===== config.mk =====
export PLATFORM = sky130hd
export DESIGN_NAME = oam_dma_flat
export DESIGN_NICKNAME = d
export VERILOG_FILES = /design/src/rtl/oam_dma_if.sv /design/src/rtl/oam_dma.sv /design/src/flat_wrapper.sv
export SDC_FILE = /design/constraint.sdc
export NUM_CORES = 1
export LEC_CHECK = 0
export CORE_UTILIZATION = 48
export CTS_CLUSTER_SIZE = 8
export DETAILED_ROUTE_END_ITERATION = 12
export PLACE_DENSITY = 0.85
export SLEW_MARGIN = 10
export SYNTH_ARGS = -nofsm -noshare
export SYNTH_HDL_FRONTEND = slang
export SYNTH_SLANG_ARGS = --single-unit
export TNS_END_PERCENT = 20

===== constraint.sdc =====
create_clock -name clockgb -period 7.4 [get_ports clockgb]
set_clock_uncertainty 0.05 [all_clocks]
set_input_delay 2.22 -clock clockgb [delete_from_list [all_inputs] [get_ports clockgb]]
set_output_delay 2.22 -clock clockgb [all_outputs]
set_load 0.02 [all_outputs]

===== src/rtl/oam_dma_if.sv =====
// CPU-side and system-bus-side signals of the OAM DMA arbiter.
// master is the arbiter's view; slave is the CPU/bus side.
interface oam_dma_if;
  logic [15:0] cpu_address;
  logic [7:0]  cpu_indata;
  logic        cpu_load;
  logic        cpu_store;
  logic [7:0]  cpu_outdata;
  logic [15:0] bus_address;
  logic [7:0]  bus_outdata;
  logic [7:0]  bus_indata;
  logic        bus_load;
  logic        bus_store;

  modport master (
    input  cpu_address, cpu_indata,
    input  cpu_load, cpu_store,
    input  bus_indata,
    output cpu_outdata,
    output bus_address, bus_outdata,
    output bus_load, bus_store
  );

  modport slave (
    output cpu_address, cpu_indata,
    output cpu_load, cpu_store,
    output bus_indata,
    input  cpu_outdata,
    input  bus_address, bus_outdata,
    input  bus_load, bus_store
  );
endinterface


===== src/rtl/oam_dma.sv =====
// OAM DMA controller and CPU/bus arbiter.
// Copies LENGTH bytes from {src_hi,idx} into OAM.
module oam_dma #(
  parameter logic [15:0] SRC_REG   = 16'hff46,
  parameter logic [15:0] DEST_BASE = 16'hfe00,
  parameter int          LENGTH    = 160,
  parameter logic [15:0] HRAM_LO   = 16'hff80,
  parameter logic [15:0] HRAM_HI   = 16'hfffe
) (
  input  logic       clockgb,
  input  logic       resetn,
  oam_dma_if.master  bus,
  output logic       active,
  output logic       done
);

  typedef enum logic [1:0] {
    IDLE, READ, LATCH, WRITE
  } state_t;

  localparam logic [7:0] LAST = 8'(LENGTH - 1);

  state_t     state_q, state_d;
  logic [7:0] idx_q, idx_d;
  logic [7:0] src_hi_q, src_hi_d;
  logic [7:0] byte_q, byte_d;
  logic       blocked_q, blocked_d;
  logic       reg_q, reg_d;
  logic       done_q, done_d;

  logic       reg_acc, reg_st;
  logic       cpu_req, cpu_hram;
  logic       cpu_gnt, stall;
  logic [7:0] src_eff;

  assign reg_acc  = bus.cpu_address == SRC_REG;
  assign reg_st   = reg_acc & bus.cpu_store;
  assign cpu_req  = (bus.cpu_load | bus.cpu_store)
                  & ~reg_acc;
  assign cpu_hram = (bus.cpu_address >= HRAM_LO)
                  & (bus.cpu_address <= HRAM_HI);
  assign cpu_gnt  = cpu_req
                  & ((state_q == IDLE) | cpu_hram);
  assign stall    = cpu_gnt
                  & ((state_q == READ)
                  |  (state_q == WRITE));

  // Echo RAM (0xE0xx..) aliases work RAM 0x20 pages down.
  assign src_eff = (src_hi_q >= 8'he0)
                 ? src_hi_q - 8'h20 : src_hi_q;

  assign active = state_q != IDLE;
  assign done   = done_q;

  // Bus mux: CPU pass-through unless the DMA owns the cycle.
  always_comb begin
    bus.bus_address = bus.cpu_address;
    bus.bus_outdata = bus.cpu_indata;
    bus.bus_load    = cpu_gnt & bus.cpu_load;
    bus.bus_store   = cpu_gnt & bus.cpu_store;
    if (!cpu_gnt) begin
      unique case (state_q)
        READ: begin
          bus.bus_address = {src_eff, idx_q};
          bus.bus_load    = 1'b1;
        end
        WRITE: begin
          bus.bus_address = DEST_BASE + {8'h00, idx_q};
          bus.bus_outdata = byte_q;
          bus.bus_store   = 1'b1;
        end
        default: ;
      endcase
    end
  end

  // CPU read data chosen by last cycle's access kind.
  always_comb begin
    unique case (1'b1)
      blocked_q: bus.cpu_outdata = 8'hff;
      reg_q:     bus.cpu_outdata = src_hi_q;
      default:   bus.cpu_outdata = bus.bus_indata;
    endcase
  end

  // Next-state: register write restarts, stalls hold.
  always_comb begin
    state_d   = state_q;
    idx_d     = idx_q;
    src_hi_d  = src_hi_q;
    byte_d    = byte_q;
    done_d    = 1'b0;
    blocked_d = cpu_req & bus.cpu_load & ~cpu_gnt;
    reg_d     = reg_acc & bus.cpu_load;
    if (reg_st) begin
      src_hi_d = bus.cpu_indata;
      idx_d    = 8'h00;
      state_d  = READ;
    end else begin
      unique case (state_q)
        IDLE: ;
        READ: begin
          if (!stall) state_d = LATCH;
        end
        LATCH: begin
          byte_d  = bus.bus_indata;
          state_d = WRITE;
        end
        WRITE: begin
          if (!stall) begin
            if (idx_q == LAST) begin
              state_d = IDLE;
              done_d  = 1'b1;
            end else begin
              idx_d   = idx_q + 8'h01;
              state_d = READ;
            end
          end
        end
        default: state_d = IDLE;
      endcase
    end
  end

  // State registers.
  always_ff @(posedge clockgb or negedge resetn) begin
    if (!resetn) begin
      state_q   <= IDLE;
      idx_q     <= 8'h00;
      src_hi_q  <= 8'h00;
      byte_q    <= 8'h00;
      blocked_q <= 1'b0;
      reg_q     <= 1'b0;
      done_q    <= 1'b0;
    end else begin
      state_q   <= state_d;
      idx_q     <= idx_d;
      src_hi_q  <= src_hi_d;
      byte_q    <= byte_d;
      blocked_q <= blocked_d;
      reg_q     <= reg_d;
      done_q    <= done_d;
    end
  end

endmodule


===== src/flat_wrapper.sv =====
// flat-port wrapper written by rule: the top's interface ports become plain ports
module oam_dma_flat 
#(
  parameter logic [15:0] SRC_REG   = 16'hff46,
  parameter logic [15:0] DEST_BASE = 16'hfe00,
  parameter int          LENGTH    = 160,
  parameter logic [15:0] HRAM_LO   = 16'hff80,
  parameter logic [15:0] HRAM_HI   = 16'hfffe
)
  (clockgb, resetn, active, done, bus_cpu_address, bus_cpu_indata, bus_cpu_load, bus_cpu_store, bus_bus_indata, bus_cpu_outdata, bus_bus_address, bus_bus_outdata, bus_bus_load, bus_bus_store);
  oam_dma_if bus_i ();
  input  logic clockgb;
  input  logic resetn;
  output logic active;
  output logic done;
  input wire logic [$bits(bus_i.cpu_address)-1:0] bus_cpu_address;
  input wire logic [$bits(bus_i.cpu_indata)-1:0] bus_cpu_indata;
  input wire logic [$bits(bus_i.cpu_load)-1:0] bus_cpu_load;
  input wire logic [$bits(bus_i.cpu_store)-1:0] bus_cpu_store;
  input wire logic [$bits(bus_i.bus_indata)-1:0] bus_bus_indata;
  output wire logic [$bits(bus_i.cpu_outdata)-1:0] bus_cpu_outdata;
  output wire logic [$bits(bus_i.bus_address)-1:0] bus_bus_address;
  output wire logic [$bits(bus_i.bus_outdata)-1:0] bus_bus_outdata;
  output wire logic [$bits(bus_i.bus_load)-1:0] bus_bus_load;
  output wire logic [$bits(bus_i.bus_store)-1:0] bus_bus_store;
  assign bus_i.cpu_address = bus_cpu_address;
  assign bus_i.cpu_indata = bus_cpu_indata;
  assign bus_i.cpu_load = bus_cpu_load;
  assign bus_i.cpu_store = bus_cpu_store;
  assign bus_i.bus_indata = bus_bus_indata;
  assign bus_cpu_outdata = bus_i.cpu_outdata;
  assign bus_bus_address = bus_i.bus_address;
  assign bus_bus_outdata = bus_i.bus_outdata;
  assign bus_bus_load = bus_i.bus_load;
  assign bus_bus_store = bus_i.bus_store;
  oam_dma #(.SRC_REG(SRC_REG), .DEST_BASE(DEST_BASE), .LENGTH(LENGTH), .HRAM_LO(HRAM_LO), .HRAM_HI(HRAM_HI)) u_core (.clockgb(clockgb), .resetn(resetn), .bus(bus_i), .active(active), .done(done));
endmodule

==> summary.md <==
| Metric | Value |
|---|---|
| Area leader, netlist | `dfrtp_1` |
| Chip Width | `65.69 um` |
| Unrepaired setup endpoints after global routing | `false` |
| Post-Synthesis Cells | `about 210` |
| Via count | `approximately 1800` |
| Hold_buf cts | `0` |
| RR Startpoint | `u_core.state_q[1]` |
| FP Rows | `22` |
| Clock-pin slew on the worst setup and hold paths | `approximately 0.060 ns` |
| Bufs and invs on worst path | `3` |
| Routability Congestion | `0.8648` |
| Ys async rst share | `1.000` |
| Final Max Tran Viols | `0` |
| DR pass1 iterations | `4` |
| Worst hold margin | `around 0.45 ns` |
| Hold WC Path Type | `flop to flop` |
| Fin. Hold Viols | `0` |
| Mapped cell area | `slightly below 2000 um2` |
| Post-synthesis register bit count | `29` |
| Dominant cells by area after synthesis | `dfrtp_1 37%, mux2_2 14%, nand2_1 7.3%, o21ai_0 4.9%, a211o_1 3.6%` |
| Post-synth EDFFs | `0` |
| Max Freq | `146.1 MHz` |
| GRT Resource Usage Total | `0.2570` |
| Peak supply drop | `between 0.00015 and 0.0002 V` |
| Largest net degree at the start of global routing | `30` |
| CTS tree | `yes` |
| H-tree levels | `2` |
| Port Buffer Count | `approximately 70` |
| Clock Path Buffers | `2` |
| Core area | `~3800 um2` |
| Status | `complete, no violations` |
| DR WL/cell | `15.57 um` |
| Leakage | `1.134 nW` |
| Die area | `about 4300 um2` |
| Filler cell count | `~290` |
| Initial DRC count | `around 170` |
| Initial core utilization | `0.5163` |
| Area occupied by multi-input gates | `roughly 1200 um2` |
| Post-CTS Resized | `0` |
| Antenna-violating nets left | `0` |
| Cell variety after synth | `45` |
| Seq. cell area | `approximately 730 um2` |
| Crit path max fanout | `9` |
| Clock Latency Late Sink | `roughly 0.29 ns` |
| Worst Hold Path Cells | `1` |
| Placed cells | `~320` |
| Nets | `316` |
| Crit Path Class | `input port to primary output` |
| Worst slew margin | `0.5996` |
| Number of warnings issued by yosys | `0` |
| Cell Count, Final, Fillers Out | `327` |
| Hold Startpoint | `u_core.byte_q[4]` |
| Max stage delay cell, worst path | `clkdlybuf4s50_1` |
| Worst-Margin Slew | `roughly 0.6 ns` |
| Max Cap Viol | `0` |
| Final HPWL DP | `3.906 mm` |
| Post-synth top area share | `0.3728` |
| Die H | `about 66 um` |
| Register-to-register setup slack | `approximately 5.4 ns` |
| Via-to-Cell Ratio | `5.584` |
| Post-DP Area | `roughly 2700 um2` |
| Hold Path Sink | `u_core.byte_q[4]` |
| Sequential area share after synthesis | `0.3728` |
| Syn nets | `roughly 250` |
| Residual DRC | `0` |
| RR Endpoint | `u_core.idx_q[7]` |
| Synth Flop Type | `dfrtp_1` |
| Root Buffer | `clkbuf_8` |
| Num Clock Sinks | `29` |
| Worst setup EP type | `primary output` |
| Layout area overhead | `42.48%` |
| Final wirelength | `5.093 mm` |
| Number of diodes | `0` |
| Slowest stage delay, CP | `0.57 ns` |
| First-pass GRT wire length | `8.211 mm` |
| Ports | `72` |
| Synthesized area per cell | `9.360 um2` |
| Post-layout minimum cycle time | `6.846 ns` |
| Most used cell, CP | `clkdlybuf4s50_1` |
| Fin area | `~2800 um2` |
| CP delay by family, top | `buffers and inverters` |
| Initial antenna violation count | `0` |
| Setup bufs post-CTS | `0` |
| Layout cells sized above 1 | `0.1864` |
| Crit-path cells | `clkdlybuf4s50_1 > nand4_2 > o2111ai_4 > o21a_1 > buf_4 > mux2_2 > clkdlybuf4s50_1` |
| Type of origin of the critical path | `input port` |
| Setup TNS | `0 ns` |
| Setup violations, final | `0` |
| Final Cycle Share | `0.9251` |
| Data required time of the critical path | `5.13 ns` |
| Num CTS Buffers | `5` |
| Worst EP arrival | `approximately 4.6 ns` |
| Worst Reg-to-Reg Cells | `5` |
| PD cells | `approximately 320 nW/um2` |
| Grt total ovfl | `0` |
| Vias in the first global route | `about 1700` |
-- Yosys cell counts (2+ instances only) --
master and instances:
nand2_1 38, dfrtp_1 29, mux2_2 24, o21ai_0 19
a21oi_1 9, nor2b_1 9, a211o_1 8, nor2_1 8
nand3_1 7, or3_1 5, buf_2 4, inv_1 4
clkbuf_1 3, and2_1 2, and4_1 2, and4_2 2
clkbuf_2 2, ha_1 2, nor4_1 2, o2111ai_4 2
o31ai_1 2, or3_2 2
-- state kept, by name, indices dropped and copies added, names as in the netlist --
signal,count
u_core.blocked_q,1
u_core.byte_q,8
u_core.done,1
u_core.idx_q,8
u_core.reg_q,1
u_core.src_hi_q,8
u_core.state_q,2
-- where the power goes --
part / leakage [nW] / internal (mW) / total [mW] / switching [mW]
sequential: 0.363 / 0.203 / 0.260 / 0.0566
combinational: 0.728 / 0.263 / 0.510 / 0.247
clock: 0.0439 / 0.0647 / 0.128 / 0.0633
total: 1.13 / 0.531 / 0.898 / 0.367
-- cell usage in the layout (no fill, tap or decap), types with 2 or more instances in the layout --
cell and n:
clkdlybuf4s50_1 71, nand2_1 38, dfrtp_1 29, mux2_2 24, o21ai_0 19, nor2b_1 9
a21oi_1 9, a211o_1 8, nor2_1 8, nand3_1 7, or3_1 5, clkbuf_8 5
inv_1 4, buf_4 3, and4_2 2, o2111ai_4 2, nor4_1 2, and4_1 2
and2_1 2, or3_2 2, o31ai_1 2, ha_1 2, clkinv_2 2
-- how the worst max path moves through the flow --
stage                         end  cells past startpoint                start  slack, ns
2_1_floorplan  bus_bus_outdata[0]                      6  bus_cpu_address[15]       1.58
3_3_place_gp   bus_bus_outdata[3]                      7  bus_cpu_address[15]       0.60
3_5_place_dp   bus_bus_address[2]                      7   bus_cpu_address[0]       0.58
4_1_cts        bus_bus_outdata[0]                      7  bus_cpu_address[15]       0.58
5_1_grt        bus_bus_address[2]                      7   bus_cpu_address[0]       0.43
6_report       bus_bus_address[2]                      7   bus_cpu_address[0]       0.55
-- cell type report --
cell class	count	share of cell area
timing repair buffer	74	0.2643
clock inverter	3	0.006315
multi-input combinational	164	0.4159
sequential	29	0.2616
inverter	4	0.005413
tap	48	0.02165
clock buffer	5	0.02481
-- cell families (layout without fill, tap and decap cells) --
| group | count (synthesis) | count (layout) | synth area share |
|---|---|---|---|
| DFF | 29 | 29 | 0.3728 |
| and+or+nand+nor | 90 | 90 | 0.2558 |
| adders and majority gates | 2 | 2 | 0.01285 |
| buffers and inverters | 15 | 86 | 0.03470 |
| muxes | 24 | 24 | 0.1388 |
| AOI/OAI and AO/OA | 47 | 47 | 0.1806 |
| xor gates and xnor gates | 1 | 1 | 0.004500 |
-- per-layer routing --
layer  wire (um)  track usage  share of wire  vias to the layer above
li1            -            -              -                      887
met1        2100       0.3242           0.41                      886
met2        2710       0.4426           0.53                       44
met3         203      0.03646          0.040                        9
met4          79      0.08967          0.016                        0
met5           0            0              0                        -
-- per-stage QoR --
stage / util / setup slack (ns) / total power, mW
6_report: 0.7356 / 0.5539 / 0.8977
5_1_grt: 0.7356 / 0.4336 / 0.9493
4_1_cts: 0.7356 / 0.5761 / 0.9025
3_5_place_dp: 0.7127 / 0.5813 / 0.7742
3_3_place_gp: 0.7127 / 0.6000 / 0.7644
2_1_floorplan: - / 1.583 / 0.5580
(Power assumes the default switching activity.)
